==> src/rtl/fifo_wr_arbiter.sv <==
// Round-robin write arbiter sharing one FIFO write port among N producers (zero-latency req/gnt).
// Optional burst locking is compiled in when FIFO_ARB_BURST_EN is defined.
module fifo_wr_arbiter #(
  parameter int N     = 4,
  parameter int WIDTH = 8,
  parameter int BURST = 4
) (
  input  logic               clock,
  input  logic               reset,
  input  logic [N-1:0]       req,
  input  logic [N*WIDTH-1:0] data,
  output logic [N-1:0]       gnt,
  input  logic               fifo_full,
  output logic               fifo_write,
  output logic [WIDTH-1:0]   fifo_datain,
  output logic [2:0]         last_id
);

  logic [2:0] r_ptr;
  logic [2:0] r_last;
  logic       w_found;
  logic       w_xfer;
  logic [2:0] w_win;
  logic [2:0] w_win_next;
  int         w_sel;

  // NOTE: every variable gets a default at the top of always_comb so no path can infer a latch.
  always_comb begin
    w_found     = 1'b0;
    w_win       = '0;
    w_sel       = 0;
    gnt         = '0;
    fifo_datain = '0;
    // Visit requesters in order ptr, ptr+1, ... wrapping at N; first asserted req wins.
    for (int off = 0; off < N; off++) begin
      w_sel = (int'(r_ptr) + off >= N) ? int'(r_ptr) + off - N : int'(r_ptr) + off;
      for (int j = 0; j < N; j++) begin
        if (!w_found && req[j] && (j == w_sel)) begin
          w_found = 1'b1;
          w_win   = 3'(j);
        end
      end
    end
    w_xfer = w_found && !reset && !fifo_full;
    for (int j = 0; j < N; j++) begin
      if (w_xfer && (w_win == 3'(j))) begin
        gnt[j]      = 1'b1;
        fifo_datain = data[j*WIDTH +: WIDTH];
      end
    end
    fifo_write = w_xfer;
  end

  assign w_win_next = (w_win == 3'(N-1)) ? 3'd0 : w_win + 3'd1;
  assign last_id    = r_last;

`ifdef FIFO_ARB_BURST_EN
  logic       r_lock;
  logic [7:0] r_cnt;
  logic [7:0] w_cnt_cur;
  logic [2:0] w_ptr_inc;
  logic [N-1:0] w_req_rot;

  assign w_req_rot = req >> r_ptr;
  assign w_ptr_inc = (r_ptr == 3'(N-1)) ? 3'd0 : r_ptr + 3'd1;
  // Words already sent in the current burst; a different winner starts a fresh burst.
  assign w_cnt_cur = (r_lock && (w_win == r_ptr)) ? r_cnt : 8'd0;

  // NOTE: state registers use non-blocking assignments so all updates see pre-edge values.
  always_ff @(posedge clock) begin
    if (reset) begin
      r_ptr  <= '0;
      r_last <= '0;
      r_lock <= 1'b0;
      r_cnt  <= '0;
    end else if (w_xfer) begin
      r_last <= w_win;
      if (w_cnt_cur == 8'(BURST-1)) begin
        r_ptr  <= w_win_next;
        r_lock <= 1'b0;
        r_cnt  <= '0;
      end else begin
        r_ptr  <= w_win;
        r_lock <= 1'b1;
        r_cnt  <= w_cnt_cur + 8'd1;
      end
    end else if (r_lock && !w_req_rot[0]) begin
      r_ptr  <= w_ptr_inc;
      r_lock <= 1'b0;
      r_cnt  <= '0;
    end
  end
`else
  // NOTE: state registers use non-blocking assignments so all updates see pre-edge values.
  always_ff @(posedge clock) begin
    if (reset) begin
      r_ptr  <= '0;
      r_last <= '0;
    end else if (w_xfer) begin
      r_ptr  <= w_win_next;
      r_last <= w_win;
    end
  end
`endif

endmodule

==> config.mk <==
export PLATFORM = sky130hd
export DESIGN_NAME = fifo_wr_arbiter
export DESIGN_NICKNAME = d
export VERILOG_FILES = /design/src/rtl/fifo_wr_arbiter.sv
export SDC_FILE = /design/constraint.sdc
export NUM_CORES = 1
export LEC_CHECK = 0
export BUFFER_PORTS_ARGS = -buffer_cell sky130_fd_sc_hd__buf_2
export CORE_AREA = 2 2 46 48
export CTS_BUF_LIST = sky130_fd_sc_hd__clkbuf_8 sky130_fd_sc_hd__clkbuf_16
export DETAILED_ROUTE_END_ITERATION = 8
export DIE_AREA = 0 0 48 50
export GPL_TIMING_DRIVEN = 0
export PLACE_DENSITY = 0.77
export REMOVE_ABC_BUFFERS = 1
export SYNTH_ARGS = -nofsm -noshare
export SYNTH_HDL_FRONTEND = slang
export SYNTH_SLANG_ARGS = --single-unit
==> constraint.sdc <==
create_clock -name clock -period 3 [get_ports clock]
set_clock_uncertainty 0.15 [all_clocks]
set_input_delay 0.6 -clock clock [delete_from_list [all_inputs] [get_ports clock]]
set_output_delay 0.6 -clock clock [all_outputs]
set_load 0.03 [all_outputs]
== After elaboration in Yosys (flattened, before gate mapping) ==
Index checks and enable logic that the tools add are counted.
Cells by class
  muxes and demuxes: 44
  equality and inequality tests: 15
  reduce and logical (&&, ||, !) cells: 59
  magnitude comparators: 4
  $add $sub $neg: 8
Operator list (number)
  equality test 3 x 32 -> 1 bit, first input constant: 8
  equality test 2 x 32 -> 1 bit, first input constant: 4
  logical NOT 32 bit: 4
  2-to-1 mux 32 bit: 4
  greater-or-equal comparator 32 x 4 -> 1 bit, second input constant: 3
  subtractor 32 x 4 -> 32 bit, second input constant: 3
  2-to-1 mux 3 bit: 15
  logical AND 1 bit: 37
  2-to-1 mux 8 bit: 4
  2-to-1 mux 1 bit: 21
  logical NOT 1 bit: 17
  adder 3 x 2 -> 4 bit, second input constant: 2
  equality test 3 x 2 -> 1 bit, second input constant: 2
  adder 3 x 1 -> 4 bit, second input constant: 1
  subtractor 3 x 3 -> 4 bit, second input constant: 1
  adder 3 x 1 -> 3 bit, second input constant: 1
  equality test 3 x 1 -> 1 bit, second input constant: 1
  greater-or-equal comparator 3 bit, second input constant: 1
  logical NOT 3 bit: 1
Word-level totals
  input bits: 39
  flip-flop bits (word level): 6
  output and inout bits: 16
  logic and storage cells: 132

== Longest topological paths before layout ==
  depth in word-level cells: 72
  gate-level depth with buffers: 9
  mapped depth without buffers: 7

== Least setup slack after synthesis ==
Ideal clock, no wire load.
  path type: input to output
  from: in req[2]
  to: out fifo_datain[0]
  arrival: 2.389 ns
  stages on the path: 8
  setup slack: -0.139 ns
  buffers on the path: 1
  required time: 2.250 ns
  cell sequence: nor2b_1 > a221oi_1 > or2_1 > ha_1 > buf_2 > a21oi_1 > a221o_1 > a21oi_2
Between the ends
  cells in the longest elaborated chain, start to end: 62
  elaborated cells between the ends (all ways): 83
  those cells by class: eq/ne: 3; mux: 32; reduce/logical: 48
Ends and longest elaborated chain
  start: declaration: line 10  | input logic [N-1:0] req,
  logical AND 1 bit (2 in a row): line 38  | if (!w_found && req[j] && (j == w_sel)) begin
  2-to-1 mux 1 bit: line 38
  logical NOT 1 bit: line 38
  logical AND 1 bit (2 in a row): line 38
  2-to-1 mux 1 bit: line 38
  logical NOT 1 bit: line 38
  logical AND 1 bit (2 in a row): line 38
  2-to-1 mux 1 bit: line 38
  [... 39 more ...]
  2-to-1 mux 1 bit: line 38
  logical NOT 1 bit: line 38
  logical AND 1 bit (2 in a row): line 38
  2-to-1 mux 1 bit: line 38
  logical AND 1 bit (2 in a row): line 44  | w_xfer = w_found && !reset && !fifo_full;
  logical AND 1 bit: line 46  | if (w_xfer && (w_win == 3'(j))) begin
  2-to-1 mux 8 bit (3 in a row): line 46
  2-to-1 mux 8 bit (*): line 46
  end: declaration: line 15  | output logic [WIDTH-1:0] fifo_datain,
Mark *: on every way between the ends. The rest lies on a longest branch, timed or not.

== Worst setup path after layout ==
  from: in req[1]
  to: out fifo_datain[5]
Between the ends
  elaborated cells between the ends (all ways): 88
  those cells by class: eq/ne: 3; mux: 34; reduce/logical: 51
RTL lines
  logical AND 1 bit (2 in a row): line 38
  2-to-1 mux 1 bit: line 38
  logical NOT 1 bit: line 38
  logical AND 1 bit (2 in a row): line 38
  2-to-1 mux 1 bit: line 38
  logical NOT 1 bit: line 38
  logical AND 1 bit (2 in a row): line 38
  2-to-1 mux 1 bit: line 38
  [... 44 more ...]
  logical NOT 1 bit: line 38
  logical AND 1 bit (2 in a row): line 38
  2-to-1 mux 3 bit (*): line 38
  named net w_win[0]: line 23  | logic [2:0] w_win;
  logical NOT 3 bit: line 46
  logical AND 1 bit: line 46
  2-to-1 mux 8 bit (3 in a row): line 46
  2-to-1 mux 8 bit (*): line 46
The timed path passes the listed nets; every way through them passes the cells marked *.

==> impl_metrics.ini <==
[run_status]
status = finished, violations left
violations = setup timing

[routing]
first_pass_iters = 4
routed-via-count = 940
routedWlPerCell_um = 13.2
routed_wirelength_mm = 2.39
drt_iter0_drc = 9
vias_per_cell = 5.19
drtAntennaViolNets = 0
drc = 0

[critical_path]
worstRegToRegCells = 6
crit_start = req[1]
crit-reg2reg-launch = r_ptr[1]
end_kind = output pin
cp_max_fo = 6
reg2reg_slack_ns = 1.30
required_ns = 2.25
critPathLaunchType = input pin
critPathCapture = fifo_datain[5]
r2r_end = r_ptr[1]
worstPathArrival_ns = 2.32
crit_type = in2out

[synth]
syn_area_um2 = 721
syn_avg_cell_area_um2 = 7.51
ys_seq_area_share_pct = 11.1
yosysWarnings = 0
synthCells = 96
ys_types = 33
ys.flop_type = dfxtp_1
async_flop_share_pct = 0
synth_edf_count = 0
synth_seq_cells = 4

[power]
leakage_nw = 0.606
p_int_uw = 293
switchingPower_uw = 185
cellPowerDensity_nw_per_um2 = 372
power.share.sequential_pct = 13.6
power_uw = 477
combPwrFrac_pct = 62.8
pwr-share-clk_pct = 23.7
netSwitchingFraction_pct = 38.7
peakVddDrop_mv = 0.214

[floorplan]
io_pins = 55
row_count = 16
chipWidth_um = 48
fp.dieArea_um2 = 2400
die_h_um = 50
start_util_pct = 37.9
core_um2 = 1900

[layout]
multi_input_area_um2 = 642
synthToLayoutAreaGrowth_pct = 78.0
nets = 199
antenna_cells = 0
register_area_um2 = 81.3
final_util_pct = 67.4
nFillCells = 163
design_area_um2 = 1280
layout-drive-gt1-share_pct = 63.0
fin_cells = 181

[clock_network]
path_clk_slew_ns = 0.03
clockBufferDepth = 2
cts_root_buf = clkbuf_8
cts_tree = built
cts_buffers = 3
h-tree-depth = 1
clk_latency_ns = 0.22
clock-sinks = 4

[placement]
dp_cells = 168
gp_congestion = 0.735
io_buffers = 53
dpl_cell_area_um2 = 975
dp_hpwl_mm = 1.60

[global_route]
grt-ovfl-total = 0
antenna_found_initial = 0
grt_pass1_wl_mm = 3.55
gr-usage-all-layers_pct = 19.7
grt_max_degree = 18
grt_pass1_vias = 883

[sta]
max_clock_freq_mhz = 326
setup_violations = 8
timing.setup.tns_ns = -0.274
drv_slew = 0
finalCriticalPeriod_ns = 3.07
layout_setup_ws_ns = -0.0704
finalHoldViolations = 0
rsz0062_at_grt = yes
period_share_pct = 102

[flow_run]
cap_violations = 0

[hold_path]
worstHoldPathType = reg2reg
==> layout make-up <==
| cell class | count | area share, % |
|---|---|---|
| well taps | 27 | 2.63 |
| multi-input cells | 70 | 50.0 |
| flip-flops and latches | 4 | 6.34 |
| repair buffers | 63 | 33.5 |
| clock buffers | 3 | 3.22 |
| inverters | 14 | 4.29 |
==> synth_stat cells (all sizes together) (2+ instances only) <==
cell,count,share of area (%)
a21oi,17,16
dfxtp,4,11
o211ai,3,3.1
inv,14,7.6
a221o,8,11
o21ai,2,2.4
o31ai,2,2.8
nand2,9,4.7
ha,4,6.9
clkbuf,2,1.0
buf,6,5.2
nand3b,8,8.3
and2,4,3.5
==> how the worst min path moves through the flow <==
| stage | depth (start not counted) | startpoint | slack, ns | endpoint |
|---|---|---|---|---|
| 2_1_floorplan | 2 | r_ptr[1] | 0.39 | r_ptr[1] |
| 3_3_place_gp | 2 | last_id[0] | 0.35 | last_id[0] |
| 3_5_place_dp | 2 | last_id[0] | 0.35 | last_id[0] |
| 4_1_cts | 2 | last_id[0] | 0.35 | last_id[0] |
| 5_1_grt | 2 | last_id[1] | 0.40 | last_id[1] |
| 6_report | 2 | last_id[0] | 0.37 | last_id[0] |
==> kinds of logic (layout without fill, tap and decap cells) <==
group	Yosys count	after routing	synth area share [%]
compound gates	36	36	40.6
simple gates	28	28	25.5
buf+inv	22	80	13.9
fa+ha+maj	4	4	6.94
flops	4	4	11.1
other cells	1	1	0.520
mux	1	1	1.39
==> power groups by stage <==
stage / clock, mW / sequential (mW) / combinational, mW
final: 0.113 / 0.0647 / 0.300
after global routing: 0.118 / 0.0654 / 0.322
after CTS: 0.114 / 0.0633 / 0.283
after detailed placement: 0 / 0.0636 / 0.219
after global placement: 0 / 0.0633 / 0.214
after floorplan: 0 / 0.0666 / 0.152
==> stage by stage <==
stage,hold slack [ns],setup WS (ns)
6_report,0.365,-0.0704
5_1_grt,0.398,-0.127
4_1_cts,0.352,-0.0568
3_5_place_dp,0.346,-0.555
3_3_place_gp,0.348,-0.497
2_1_floorplan,0.394,-0.133
==> registers in the layout, indices dropped and copies added, names as in the netlist <==
register,cells
r_ptr,2
last_id,2
==> layer usage <==
layer  wire length (um)  track usage, %
met1                997            23.4
met2               1160            34.2
met3                214            4.76
met4                 16            4.05
met5                  0               0
==> repair_timing <==
action | in CTS | in global routing
gates cloned | 0 | 0
hold buffers | 0 | 0
gates resized for setup | 36 | 16
buffers inserted | 9 | 1
setup endpoints to repair | 12 | 8
pin swaps | 5 | 13
==> critical path, cell delays in order <==
cell and delay (ns):
buf_12 0.11, or3b_4 0.38, o221a_4 0.15, inv_4 0.09, ha_4 0.18, buf_6 0.13
a21oi_2 0.03, a221o_1 0.33, a21oi_2 0.16, buf_6 0.15
==> cell usage in the layout (no fill, tap or decap), drive strengths merged <==
| cell | Yosys | final |
|---|---|---|
| nand2 | 9 | 9 |
| and2 | 4 | 4 |
| nand3b | 8 | 8 |
| o221a | 1 | 1 |
| nor4 | 1 | 1 |
| conb | 1 | 1 |
| inv | 14 | 14 |
| a21oi | 17 | 17 |
| o31ai | 2 | 2 |
| ha | 4 | 4 |
| mux2i | 1 | 1 |
| clkbuf | 2 | 3 |
| or2b | 1 | 1 |
| nor2 | 1 | 1 |
| a221oi | 1 | 1 |
| o21ai | 2 | 2 |
| or2 | 1 | 1 |
| or3b | 1 | 1 |
| a21boi | 1 | 1 |
| nor2b | 1 | 1 |
| dfxtp | 4 | 4 |
| a221o | 8 | 8 |
| o211a | 1 | 1 |
| o211ai | 3 | 3 |
| buf | 6 | 63 |
| or3 | 1 | 1 |
No activity file was read; power rests on OpenSTA's default activity.
